`src/rtl/riscv_div_pkg.sv`:
```
`default_nettype none
// ============================================================
// riscv_div_pkg : funct3 codes and FSM states for the divider
// Rev 1.0
// ============================================================
package riscv_div_pkg;

  localparam logic [2:0] F3_DIV  = 3'b100;
  localparam logic [2:0] F3_DIVU = 3'b101;
  localparam logic [2:0] F3_REM  = 3'b110;
  localparam logic [2:0] F3_REMU = 3'b111;

  typedef enum logic [1:0] {
    S_IDLE = 2'd0,
    S_CALC = 2'd1,
    S_DONE = 2'd2
  } state_t;

endpackage
`default_nettype wire

```
`src/rtl/riscv_div_unit_step.sv`:
```
`default_nettype none
// ============================================================
// div_restore_step : one radix-2 restoring division iteration
// Rev 1.0
// ============================================================
module div_restore_step #(
  parameter int WIDTH = 32
) (
  input  logic [WIDTH-1:0] rem,
  input  logic             dividend_msb,
  input  logic [WIDTH-1:0] divisor,
  output logic [WIDTH-1:0] rem_next,
  output logic             q_bit
);

  logic [WIDTH:0] w_shift;
  logic [WIDTH:0] w_diff;

  // Shifted remainder is always below 2*divisor, so the top bit of the
  // (WIDTH+1)-bit difference is exactly the borrow.
  assign w_shift  = {rem, dividend_msb};
  assign w_diff   = w_shift - {1'b0, divisor};
  assign q_bit    = ~w_diff[WIDTH];
  assign rem_next = q_bit ? w_diff[WIDTH-1:0] : w_shift[WIDTH-1:0];

endmodule
`default_nettype wire

```
`src/rtl/riscv_div_unit.sv`:
```
`default_nettype none
// ============================================================
// riscv_div_unit : iterative DIV/DIVU/REM/REMU with handshakes
// Rev 1.0
// ============================================================
module riscv_div_unit
  import riscv_div_pkg::*;
#(
  parameter int WIDTH = 32,
  parameter int CNT_W = 6
) (
  input  logic             clk,
  input  logic             rst_n,
  input  logic             in_valid,
  output logic             in_ready,
  input  logic [WIDTH-1:0] a,
  input  logic [WIDTH-1:0] b,
  input  logic [WIDTH-1:0] inst,
  input  logic             flush,
  output logic             out_valid,
  input  logic             out_ready,
  output logic [WIDTH-1:0] out,
  output logic             div_by_zero,
  output logic             busy
);

  localparam logic [WIDTH-1:0] C_ONE     = {{(WIDTH-1){1'b0}}, 1'b1};
  localparam logic [WIDTH-1:0] C_ONES    = {WIDTH{1'b1}};
  localparam logic [WIDTH-1:0] C_MIN     = {1'b1, {(WIDTH-1){1'b0}}};
  localparam logic [CNT_W-1:0] C_LAST    = CNT_W'(WIDTH - 1);
  localparam logic [CNT_W-1:0] C_CNT_ONE = {{(CNT_W-1){1'b0}}, 1'b1};

  state_t           r_state, w_state_next;
  logic [WIDTH-1:0] r_dividend, r_divisor, r_rem, r_out;
  logic [CNT_W-1:0] r_count;
  logic             r_is_rem, r_neg_q, r_neg_r, r_dbz;

  logic [2:0]       w_f3;
  logic             w_is_rem, w_is_signed, w_a_neg, w_b_neg;
  logic             w_b_zero, w_ovf, w_accept, w_calc_last;
  logic [WIDTH-1:0] w_a_abs, w_b_abs, w_rem_next, w_quot_raw, w_result;
  logic             w_q_bit;
  logic             w_unused_inst;

  assign w_f3          = inst[14:12];
  assign w_unused_inst = ^{inst[WIDTH-1:15], inst[11:0]};
  // funct3[2]=0 falls through to DIVU: unsigned, quotient
  assign w_is_rem      = w_f3[2] & w_f3[1];
  assign w_is_signed   = w_f3[2] & ~w_f3[0];
  assign w_a_neg       = w_is_signed & a[WIDTH-1];
  assign w_b_neg       = w_is_signed & b[WIDTH-1];
  assign w_a_abs       = w_a_neg ? (~a + C_ONE) : a;
  assign w_b_abs       = w_b_neg ? (~b + C_ONE) : b;
  assign w_b_zero      = (b == '0);
  assign w_ovf         = w_is_signed & (a == C_MIN) & (b == C_ONES);
  assign w_accept      = in_valid & (r_state == S_IDLE) & ~flush;
  assign w_calc_last   = (r_count == C_LAST);

  div_restore_step #(.WIDTH(WIDTH)) u_step (
    .rem          (r_rem),
    .dividend_msb (r_dividend[WIDTH-1]),
    .divisor      (r_divisor),
    .rem_next     (w_rem_next),
    .q_bit        (w_q_bit)
  );

  assign w_quot_raw = {r_dividend[WIDTH-2:0], w_q_bit};
  assign w_result   = r_is_rem ? (r_neg_r ? (~w_rem_next + C_ONE) : w_rem_next)
                               : (r_neg_q ? (~w_quot_raw + C_ONE) : w_quot_raw);

  always_ff @(posedge clk or negedge rst_n) begin
    if (!rst_n) r_state <= S_IDLE;
    else        r_state <= w_state_next;
  end

  always_comb begin
    w_state_next = r_state;
    in_ready     = 1'b0;
    out_valid    = 1'b0;
    busy         = 1'b1;
    case (r_state)
      S_IDLE: begin
        in_ready = 1'b1;
        busy     = 1'b0;
        if (w_accept) w_state_next = (w_b_zero | w_ovf) ? S_DONE : S_CALC;
      end
      S_CALC: if (w_calc_last) w_state_next = S_DONE;
      S_DONE: begin
        out_valid = 1'b1;
        if (out_ready) w_state_next = S_IDLE;
      end
      default: w_state_next = S_IDLE;
    endcase
    if (flush) w_state_next = S_IDLE;
  end

  always_ff @(posedge clk or negedge rst_n) begin
    if (!rst_n) begin
      r_dividend <= '0;
      r_divisor  <= '0;
      r_rem      <= '0;
      r_out      <= '0;
      r_count    <= '0;
      r_is_rem   <= 1'b0;
      r_neg_q    <= 1'b0;
      r_neg_r    <= 1'b0;
      r_dbz      <= 1'b0;
    end else if (w_accept) begin
      r_is_rem   <= w_is_rem;
      r_neg_q    <= w_a_neg ^ w_b_neg;
      r_neg_r    <= w_a_neg;
      r_dividend <= w_a_abs;
      r_divisor  <= w_b_abs;
      r_rem      <= '0;
      r_count    <= '0;
      r_dbz      <= w_b_zero;
      if (w_b_zero)   r_out <= w_is_rem ? a : C_ONES;
      else if (w_ovf) r_out <= w_is_rem ? '0 : a;
    end else if (r_state == S_CALC && !flush) begin
      r_rem      <= w_rem_next;
      r_dividend <= w_quot_raw;
      r_count    <= r_count + C_CNT_ONE;
      if (w_calc_last) r_out <= w_result;
    end
  end

  assign out         = r_out;
  assign div_by_zero = r_dbz;

endmodule
`default_nettype wire
```
`config.mk`:
```
export PLATFORM = sky130hd
export DESIGN_NAME = riscv_div_unit
export DESIGN_NICKNAME = d
export VERILOG_FILES = /design/src/rtl/riscv_div_pkg.sv /design/src/rtl/riscv_div_unit_step.sv /design/src/rtl/riscv_div_unit.sv
export SDC_FILE = /design/constraint.sdc
export NUM_CORES = 1
export LEC_CHECK = 0
export CORE_MARGIN = 1.5
export CORE_UTILIZATION = 36
export DETAILED_ROUTE_END_ITERATION = 12
export GPL_TIMING_DRIVEN = 0
export MAX_ROUTING_LAYER = met4
export PLACE_DENSITY = 0.56
export SLEW_MARGIN = 20
export SYNTH_ARGS = -nofsm -noshare
export SYNTH_HDL_FRONTEND = slang
export SYNTH_HIERARCHICAL = 1
export SYNTH_SLANG_ARGS = --single-unit
```
`constraint.sdc`:
```
create_clock -name clk -period 6.5 [get_ports clk]
set_input_delay 0.975 -clock clk [delete_from_list [all_inputs] [get_ports clk]]
set_output_delay 0.975 -clock clk [all_outputs]
set_load 0.02 [all_outputs]
```
==> summary.md, run 1 <==
| Metric | Value |
|---|---|
| Status | `completed` |
| Max Fclk | `0.165 GHz` |
| # rows | `64` |
| Most frequent CP cell | `o2111ai_1` |
| Max-Cap Viols | `0` |
| Syn_area_per_cell | `7.86 um2` |
| Largest delay share family, worst path | `simple AND/OR/NAND/NOR gates` |
| Final Core Density | `43.7%` |
| EDFF count, synth | `0` |
| Min Tclk post-route | `6.05 ns` |
| Yosys reg bits | `140` |
| Worst path slowest cell | `or4_4` |
| Post-synth top area share | `31.2%` |
| Wire length per cell | `20.3 um` |
| Antenna viol nets, final | `0` |
| R2r worst-path depth | `22` |
| PortBufs | `106` |
| Setup CP Type | `reg2reg` |
| Max FO, Critical Path | `10` |
| Design area | `13400 um2` |
| Final period utilization | `93.0%` |
| Cell taking the most area after synthesis | `dfrtp_1` |
| Initial core utilization | `36.6%` |
| Worst-Margin Slew | `0.901 ns` |
| Worst Path Required | `6.85 ns` |
| Via count | `11000` |
| Worst Path Arrival | `6.40 ns` |
| Post-route DRC violation count | `0` |
| Worst skew pair latency | `0.44 ns` |
| Total power | `5930 uW` |
| Netlist cell types | `80` |
| CTS sink cnt | `140` |
| Setup Fix Bufs, Post-CTS | `0` |
| Vias/cell | `5.61` |
| Final setup vio count | `0` |
| H-tree level count | `4` |
| Cells along the critical path | `inv_1 > ha_1 > fa_1 > and2b_1 > o2111ai_1 > a21oi_2 > o2111ai_1 > a211oi_2 > nor2_2 > mux2i_1 > and2_4 > inv_2 > buf_6 > mux2_4 > or4_1 > buf_2 > or4_4 > or3_4 > o31ai_1 > xnor2_1 > a21oi_1 > nor3_1` |
| Post-Syn Area | `11200 um2` |
| Global-route wire length before repair | `61.3 mm` |
| CTS Buf Count | `17` |
| Area delta synth->final | `19.4%` |
| Slew Viols, Final | `0` |
| Die Span X | `180 um` |
| Final wirelength | `39.9 mm` |
| # hold bufs at CTS | `0` |
| Die span in y | `180 um` |
| CTS root buf | `clkbuf_16` |
| Top cells by area, synth | `dfrtp_1 (31%), nand2_1 (7.7%), xnor2_1 (6.2%), xor2_1 (5.2%), a21oi_1 (5.1%)` |
| Fraction of layout cells with a size suffix above 1 | `5.87%` |
| Leak pwr | `0.00550 uW` |
| Top-count cell post-synth | `nand2_1` |
| Hold crit path type | `in2async` |
| CTS clock-pin slew for the worst setup and hold paths | `0.07 ns` |
| Placer congestion estimate | `0.919` |
| Hpwl dp | `30.9 mm` |
| Seq/Total Area, Yosys | `31.2%` |
| CORE AREA | `30700 um2` |
| Final setup TNS | `0 ns` |
| I/O pin count | `137` |
| Cells after synthesis | `1429` |
| Synth warnings | `6` |
| Final #Nets | `1695` |
| Initial antenna violation count | `0` |
| Full die area | `32300 um2` |
| WP depth | `22` |
| RSZ-0062 raised after global routing | `false` |
| DRT iter0 DRCs | `812` |
| Vias in the first global route | `10700` |
| CTS tree | `yes` |
| P per Cell Area | `442 nW/um2` |
| Tot GR Track Use | `25.2%` |
| Mapped Nets | `1569` |
| Async SR Flop Fraction | `100%` |
| Hold slack | `0.444 ns` |
| CP bufs+invs | `4` |
| Largest net degree at the start of global routing | `87` |
| Placed Area | `12800 um2` |
| Drt first pass iters | `7` |
| Most common library cells after synthesis | `nand2_1 (231), dfrtp_1 (140), a21oi_1 (115), nor2_1 (101), o21ai_0 (91)` |
| Setup crit start kind | `flip-flop` |
| GR Overflow Total | `0` |
| # diodes | `0` |
| Max Buffers Root-to-Sink | `2` |
| Critical Path Sink Type | `flip-flop` |
| Leading register cell type out of synthesis | `dfrtp_1` |
| Largest stage delay, worst path | `0.54 ns` |
| Worst VDD drop | `0.221 mV` |
| Worst Skew | `0.0146 ns` |
| Final Hold Fails | `0` |
| Max_slew headroom | `39.9%` |
## registers in the layout, summed over array words and instances (netlist names)
signal and count:
r_is_rem 1, r_neg_q 1, r_divisor 32, div_by_zero 1
r_neg_r 1, r_state 2, r_count 6, r_dividend 32
out 32, r_rem 32
## area by class of cell
class,instances,area [um2]
multi-input cells,1150,7190
well taps,396,495
fillers,3143,17300
clock buffers,22,484
flip-flops and latches,140,3500
clock inverters,10,90.1
repair buffers,107,1090
plain buffers,84,349
inverters,55,206
## power by group
| part | leakage, uW | total [uW] | internal [uW] | switching, uW |
|---|---|---|---|---|
| clock | 0.000266 | 981 | 565 | 416 |
| combinational | 0.00342 | 3670 | 1490 | 2180 |
| sequential | 0.00181 | 1270 | 1060 | 212 |
## layout by cell type, fill, tap and decap left out, types with 6 or more instances in the layout
| cell | n |
|---|---|
| clkdlybuf4s50_1 | 105 |
| nand3_1 | 34 |
| and2_1 | 8 |
| nor2_1 | 101 |
| o211ai_1 | 14 |
| or4_1 | 16 |
| a211oi_1 | 7 |
| nor4_1 | 15 |
| clkinvlp_4 | 6 |
| a31oi_1 | 45 |
| mux2_4 | 19 |
| ha_1 | 38 |
| buf_2 | 9 |
| o21ai_0 | 91 |
| o21ai_1 | 14 |
| inv_1 | 53 |
| nand4_1 | 20 |
| clkbuf_16 | 17 |
| nand2_1 | 231 |
| o21a_1 | 9 |
| nor3_1 | 40 |
| nor3b_1 | 6 |
| dfrtp_1 | 140 |
| a21oi_1 | 115 |
| o22ai_1 | 9 |
| buf_1 | 7 |
| a21o_1 | 22 |
| xor2_1 | 67 |
| nand2b_1 | 9 |
| or3_1 | 8 |
| xnor2_1 | 79 |
| clkbuf_1 | 65 |
| and3_1 | 12 |
| o41ai_1 | 16 |
| o31ai_1 | 23 |
## final timing paths
| path | startpoint | end | slack (ns) |
|---|---|---|---|
| worst max-delay path | r_dividend[31] | out[25] | 0.45 |
| worst min-delay path | rst_n | out[5] | 0.44 |
| worst max register to register | r_dividend[31] | out[25] | 0.45 |
| worst min register to register | r_divisor[27] | r_divisor[27] | 0.48 |
| max in group asynchronous | rst_n | r_rem[22] | 5.26 |
| min in group clk | r_divisor[27] | r_divisor[27] | 0.48 |
## layer usage
metal / vias up / track usage [%] / wire length (um)
li1: 5360 / - / -
met1: 5221 / 32.5 / 18200
met2: 375 / 41.2 / 18800
met3: 63 / 3.04 / 1950
met4: 0 / 7.60 / 979
met5: - / - / 0
## worst register-to-register path, stage by stage (launching register included)
cell and delay, ns:
dfrtp_1 0.42, inv_1 0.06, ha_1 0.23, fa_1 0.40, and2b_1 0.24, o2111ai_1 0.16
a21oi_2 0.23, o2111ai_1 0.24, a211oi_2 0.29, nor2_2 0.11, mux2i_1 0.26, and2_4 0.24
inv_2 0.07, buf_6 0.16, mux2_4 0.33, or4_1 0.51, buf_2 0.17, or4_4 0.54
or3_4 0.37, o31ai_1 0.37, xnor2_1 0.21, a21oi_1 0.14, nor3_1 0.19
## logic make-up (layout without fill, tap and decap cells)
family,count (synthesis),after routing,synth area share [%]
mux,26,26,3.19
compound gates,401,401,22.3
xor+xnor,146,146,11.4
simple gates,537,537,22.5
fa+ha+maj,40,40,4.50
buf+inv,139,278,4.94
flops,140,140,31.2
## metrics by stage
stage / cells / setup WS, ns
after floorplan: 1429 / 1.28
after global placement: 1931 / -1.48
after detailed placement: 1932 / 0.320
after CTS: 1964 / 0.265
after global routing: 1964 / 0.0813
final: 1964 / 0.454
## repair_timing
action | CTS | global route
resized for setup | 0 | 1
endpoints found under the hold margin | 0 | 0
endpoints found under the setup margin | 0 | 2
No activity file was read; power rests on OpenSTA's default activity.
==> run 2: changes to the inputs <==
--- a/config.mk
+++ b/config.mk
@@ -11,7 +11,6 @@
 export GPL_TIMING_DRIVEN = 0
 export MAX_ROUTING_LAYER = met4
 export PLACE_DENSITY = 0.56
-export SLEW_MARGIN = 20
 export SYNTH_ARGS = -nofsm -noshare
 export SYNTH_HDL_FRONTEND = slang
 export SYNTH_HIERARCHICAL = 1
==> run 2 against run 1 <==
Net effect:
- worst hold slack gained 0.026 ns
- clock power is 4% higher
- final cell count is essentially flat
- cell area is essentially flat
- largest power group unchanged
==> summary.md, run 2 (synthesized netlist as in run 1, its figures left out) <==
| Metric | Value |
|---|---|
| Status | `completed` |
| Worst path slowest cell | `or4_4` |
| Worst Path Required | `6.85 ns` |
| Vias/cell | `5.56` |
| Drt first pass iters | `5` |
| R2r worst-path depth | `22` |
| Slew Viols, Final | `0` |
| Worst-Margin Slew | `1.43 ns` |
| Leak pwr | `0.00553 uW` |
| Full die area | `32300 um2` |
| Post-route DRC violation count | `0` |
| RSZ-0062 raised after global routing | `false` |
| H-tree level count | `4` |
| Setup crit start kind | `flip-flop` |
| Hold crit path type | `in2async` |
| Largest net degree at the start of global routing | `87` |
| Cells along the critical path | `inv_1 > ha_1 > fa_1 > and2b_1 > o2111ai_1 > a21oi_2 > o2111ai_1 > a211oi_2 > nor2_2 > mux2i_1 > and2_4 > inv_2 > buf_6 > mux2_4 > or4_1 > buf_2 > or4_4 > or3_4 > o31ai_1 > xnor2_1 > a21oi_1 > nor3_1` |
| Post-Layout Cell Count | `1963` |
| Critical Path Sink Type | `flip-flop` |
| Die span in y | `180 um` |
| Setup CP Type | `reg2reg` |
| Hold slack | `0.470 ns` |
| Final Hold Fails | `0` |
| Final #Nets | `1695` |
| Reg2reg start | `r_dividend[31]` |
| Final Core Density | `43.8%` |
| PortBufs | `106` |
| CTS tree | `yes` |
| Worst VDD drop | `0.219 mV` |
| Max Fclk | `0.166 GHz` |
| R2r endpoint | `out[25]` |
| Worst Path Arrival | `6.37 ns` |
| CTS sink cnt | `140` |
| Fraction of layout cells with a size suffix above 1 | `5.55%` |
| DRT iter0 DRCs | `783` |
| Via count | `10900` |
| # rows | `64` |
| Tot GR Track Use | `25.1%` |
| Final setup vio count | `0` |
| Max FO, Critical Path | `10` |
| CTS Buf Count | `17` |
| Min Tclk post-route | `6.01 ns` |
| P per Cell Area | `444 nW/um2` |
| GR Overflow Total | `0` |
| CTS clock-pin slew for the worst setup and hold paths | `0.06 ns` |
| Die Span X | `180 um` |
| Most common cell after layout, fill and taps aside | `nand2_1` |
| Max-Cap Viols | `0` |
| Placed Area | `12800 um2` |
| I/O pin count | `137` |
| Final period utilization | `92.5%` |
| Final wirelength | `39.6 mm` |
| # diodes | `0` |
| Hpwl dp | `31.0 mm` |
| Setup WS pre-CTS | `0.324 ns` |
| Worst skew pair latency | `0.44 ns` |
| Area delta synth->final | `19.4%` |
| Most frequent CP cell | `o2111ai_1` |
| Placer congestion estimate | `0.919` |
| Max Buffers Root-to-Sink | `2` |
| Worst Skew | `0.0108 ns` |
| Largest stage delay, worst path | `0.54 ns` |
| Global-route wire length before repair | `61.4 mm` |
| Placed cell count | `1932` |
| Vias in the first global route | `10700` |
| Max_slew headroom | `4.21%` |
| R2R setup slack | `0.49 ns` |
| Initial core utilization | `36.6%` |
| Design area | `13400 um2` |
| Antenna viol nets, final | `0` |
| Initial antenna violation count | `0` |
| Final WS setup | `0.487 ns` |
| Commonest non-fill, non-tap cells in the layout | `nand2_1 (231), dfrtp_1 (140), a21oi_1 (115), clkdlybuf4s50_1 (105), nor2_1 (101)` |
| CORE AREA | `30700 um2` |
| Wire length per cell | `20.2 um` |
| CTS root buf | `clkbuf_16` |
==> run 2: what timing repair did <==
action | CTS | global route
buffers inserted | 0 | 0
hold buffers | 0 | 0
gates resized for setup | 0 | 1
endpoints found under the setup margin | 0 | 1
==> run 2: metal layers <==
| metal | track usage (%) | vias to the layer above | routed length (um) |
|---|---|---|---|
| met5 | - | - | 0 |
| met4 | 7.80 | 0 | 932 |
| met3 | 3.20 | 51 | 1930 |
| met2 | 41.2 | 338 | 18700 |
| met1 | 32.2 | 5182 | 18000 |
| li1 | - | 5350 | - |
==> run 2: critical path: cells and delay by family (launching register included) <==
| kind | cells | cell delay, ns |
|---|---|---|
| AO/OA/AOI/OAI | 6 | 1.42 |
| XOR/XNOR | 1 | 0.20 |
| adder cells (fa/ha/maj) | 2 | 0.62 |
| buffers and inverters | 4 | 0.47 |
| flip-flops | 1 | 0.41 |
| multiplexers | 2 | 0.57 |
| AND/OR/NAND/NOR | 7 | 2.20 |
==> run 2: how the worst max path moves through the flow <==
| stage | slack (ns) | endpoint | startpoint |
|---|---|---|---|
| finish | 0.49 | out[25] | r_dividend[31] |
| global route | 0.04 | out[26] | r_dividend[31] |
| CTS | 0.29 | out[26] | r_dividend[31] |
| detailed placement | 0.32 | out[26] | r_dividend[31] |
| global placement | -1.48 | r_divisor[29] | rst_n |
| floorplan | 1.28 | out[19] | r_dividend[31] |
==> run 2: final cells by class <==
cell class,instances,area [um2]
plain buffers,84,349
clock inverters,8,115
clock buffers,23,478
repair buffers,107,1090
inverters,55,206
well taps,396,495
multi-input cells,1150,7180
fillers,3147,17300
flip-flops and latches,140,3500
==> run 2: stage by stage <==
stage,total power (uW),TNS [ns]
after floorplan,3960,0
after global placement,4840,-205.26
after detailed placement,4880,0
after CTS,5910,0
after global routing,6390,0
final,5960,0
==> run 2: where the power goes <==
part	switching [uW]	leakage [uW]	internal, uW	total (uW)
sequential	211	0.00181	1060	1270
clock	392	0.000297	628	1020
combinational	2170	0.00342	1490	3670
==> RTL edit (flow settings as in run 2) <==
Change the parameter `CNT_W` from 6 to 12.
--- a/src/rtl/riscv_div_unit.sv
+++ b/src/rtl/riscv_div_unit.sv
@@ -7,7 +7,7 @@
   import riscv_div_pkg::*;
 #(
   parameter int WIDTH = 32,
-  parameter int CNT_W = 6
+  parameter int CNT_W = 12
 ) (
   input  logic             clk,
   input  logic             rst_n,
Behaviour: same outputs for any inputs over 10 cycles, from zero or initial values and one cycle with rst_n low; that may be too few to reach the edited logic, so the function may still have changed.
==> RTL edit against run 2 <==
- wire length rose by 18%
- sequential power barely moved
- critical endpoint is now out[20]
- area after synthesis rose by 7.5%
- setup slack got worse by 0.00070 ns
- total power rose by 14%
- combinational power rose by 20%
- synthesized cell count rose by 5.5%
- sequential cell count rose by 6
- cell count rose by 6.5%
- cell area rose by 7.3%
==> RTL edit: results (changes against run 2) <==
Power and ir drop
  • NetSw: 0.003402 W (+22%)
  • Lkg Pwr: 5.956 nW (+7.8%)
  • Power, Total: 0.006763 W (+14%)
  • Maximum VDD drop: 0.3227 mV (+47%)

Global routing
  • Overall Global Routing Usage: 0.2848 (+0.03344)
  • Vias in the first global route: 11.37k (+6.2%)
  • First-pass GRT wire length: 70,580 um (+15%)

Synthesis
  • Synth cell types: 94 (+18%)
  • Cells after synthesis: 1,507 (+5.5%)
  • Seq/Total Area, Yosys: 0.3026 (-0.009217)
  • Synth cell count leaders: 211 x nand2_1, 146 x dfrtp_1, 109 x nor2_1, 108 x a21oi_1, 86 x o21ai_0
  • Synth top area cells: dfrtp_1 30%, nand2_1 6.6%, xor2_1 5.5%
  • Post-synth net total: 1,647 (+5.0%)

Routing
  • Final wirelength: 46,840 um (+18%)
  • DR vias/cell: 5.840 (+5.0%)
  • DRT Pass-1 Iters: 6 (+1)
  • First DRT Iteration DRCs: 1,350 (+72%)

Timing
  • Setup Skew: 0.01032 ns (-0.0005131 ns)
  • Worst rel slew slack: 0.1965 (+0.1544)
  • Hold WS: 0.4721 ns (+0.001778 ns)

Placed design
  • GPL Wtd Cong: 0.9518 (+3.5%)
  • Port-buffer cells: 107 (+0.94%)
  • DPL Wire Length: 36,610 um (+18%)
  • Worst slack at placement: -0.07720 ns (-0.4015 ns)

Status
  • Status: completed

Worst setup path
  • CP Data Arrival Time: 6.32 ns (-0.05 ns)
  • Critical path's largest stage delay: 0.60 ns (+0.06 ns)
  • Worst path slowest cell: nor3_2
  • Flop2flop setup slack: 0.49 ns (about the same)
  • R2R depth: 21 (-4.5%)
  • Reg2reg end: out[20]

Min path
  • Hold Path Class: flip-flop to flip-flop
  • Hold_sp: r_divisor[31]

Finish
  • Ratio of cells with drive above 1 in the final layout: 0.06800 (+0.01248)
  • Fin nets: 1,774 (+4.7%)
  • Post-Layout Cell Count: 2,090 (+6.5%)

Clocking
  • Root buffer cell: clkbuf_16
==> RTL edit: changes by cell type after synthesis, moves of 10 or more <==
cell      before  now
xnor2_1       79   60
mux2i_1        5   20
or3_1          8   23
nor3_1        41   28
nand2_1      231  211
clkbuf_1      64   77
a31oi_1       45   55
==> RTL edit: cell families after synthesis <==
family / after synthesis / synth area share
flip-flops: 146 / 0.3026
buffers and inverters: 163 / 0.05358
adder cells (fa/ha/maj): 41 / 0.04270
AND/OR/NAND/NOR: 561 / 0.2369
AO/OA/AOI/OAI: 416 / 0.2206
XOR/XNOR: 136 / 0.09866
multiplexers: 44 / 0.04487
==> RTL edit: worst max path at each step <==
stage,endpoint,slack (ns),depth (start not counted)
after floorplan,out[28],1.55,20
after global placement,r_divisor[23],-1.91,1
after detailed placement,out[22],-0.08,21
after CTS,out[20],0.14,23
after global routing,out[22],0.13,23
final,out[20],0.49,21
==> RTL edit: repair_timing <==
item / 4_1_cts / 5_1_grt
gates cloned: 0 / 0
hold endpoints to repair: 0 / 0
endpoints found under the setup margin: 2 / 3
gates resized for setup: 2 / 6
setup buffers: 0 / 0
==> RTL edit: power groups by stage <==
stage / Clock [W] / Sequential, W / Combinational, W
after CTS: 0.00111 / 0.00127 / 0.00430
after floorplan: 0 / 0.00122 / 0.00309
final: 0.00109 / 0.00127 / 0.00440
after global placement: 0 / 0.00128 / 0.00424
after global routing: 0.00114 / 0.00129 / 0.00474
after detailed placement: 0 / 0.00128 / 0.00426
==> RTL edit: area by class of cell <==
class | instances | share of cell area
Timing Repair Buffer | 108 | 0.07640
Antenna cell | 1 | 0.0001738
Inverter | 62 | 0.01617
Buffer | 101 | 0.02877
Multi-Input combinational cell | 1198 | 0.5420
Tap cell | 442 | 0.03842
Clock inverter | 12 | 0.01182
Clock buffer | 20 | 0.03242
Sequential cell | 146 | 0.2538
==> RTL edit: per-layer routing <==
metal  global-route usage  vias to the layer above  share of wire
met2               0.4149                      469           0.44
met4              0.08903                        0          0.022
met5                    -                        -              0
met1               0.4021                     5945           0.47
met3              0.04441                       64          0.073
li1                     -                     5728              -
==> RTL edit: critical path: cells and delay by family (launching register included) <==
family / cells / cell delay (ns)
flops: 1 / 0.43
buf+inv: 4 / 0.57
mux: 3 / 0.82
simple gates: 5 / 1.57
compound gates: 7 / 1.85
fa+ha+maj: 2 / 0.63
==> RTL edit: metrics by stage <==
stage / TNS, ns / area, um^2 / util
global route: 0 / 14390 / 0.4390
CTS: 0 / 14370 / 0.4383
floorplan: 0 / 12070 / -
detailed placement: -0.1189 / 13730 / 0.4187
global placement: -274.55 / 13700 / 0.4178
finish: 0 / 14400 / 0.4391
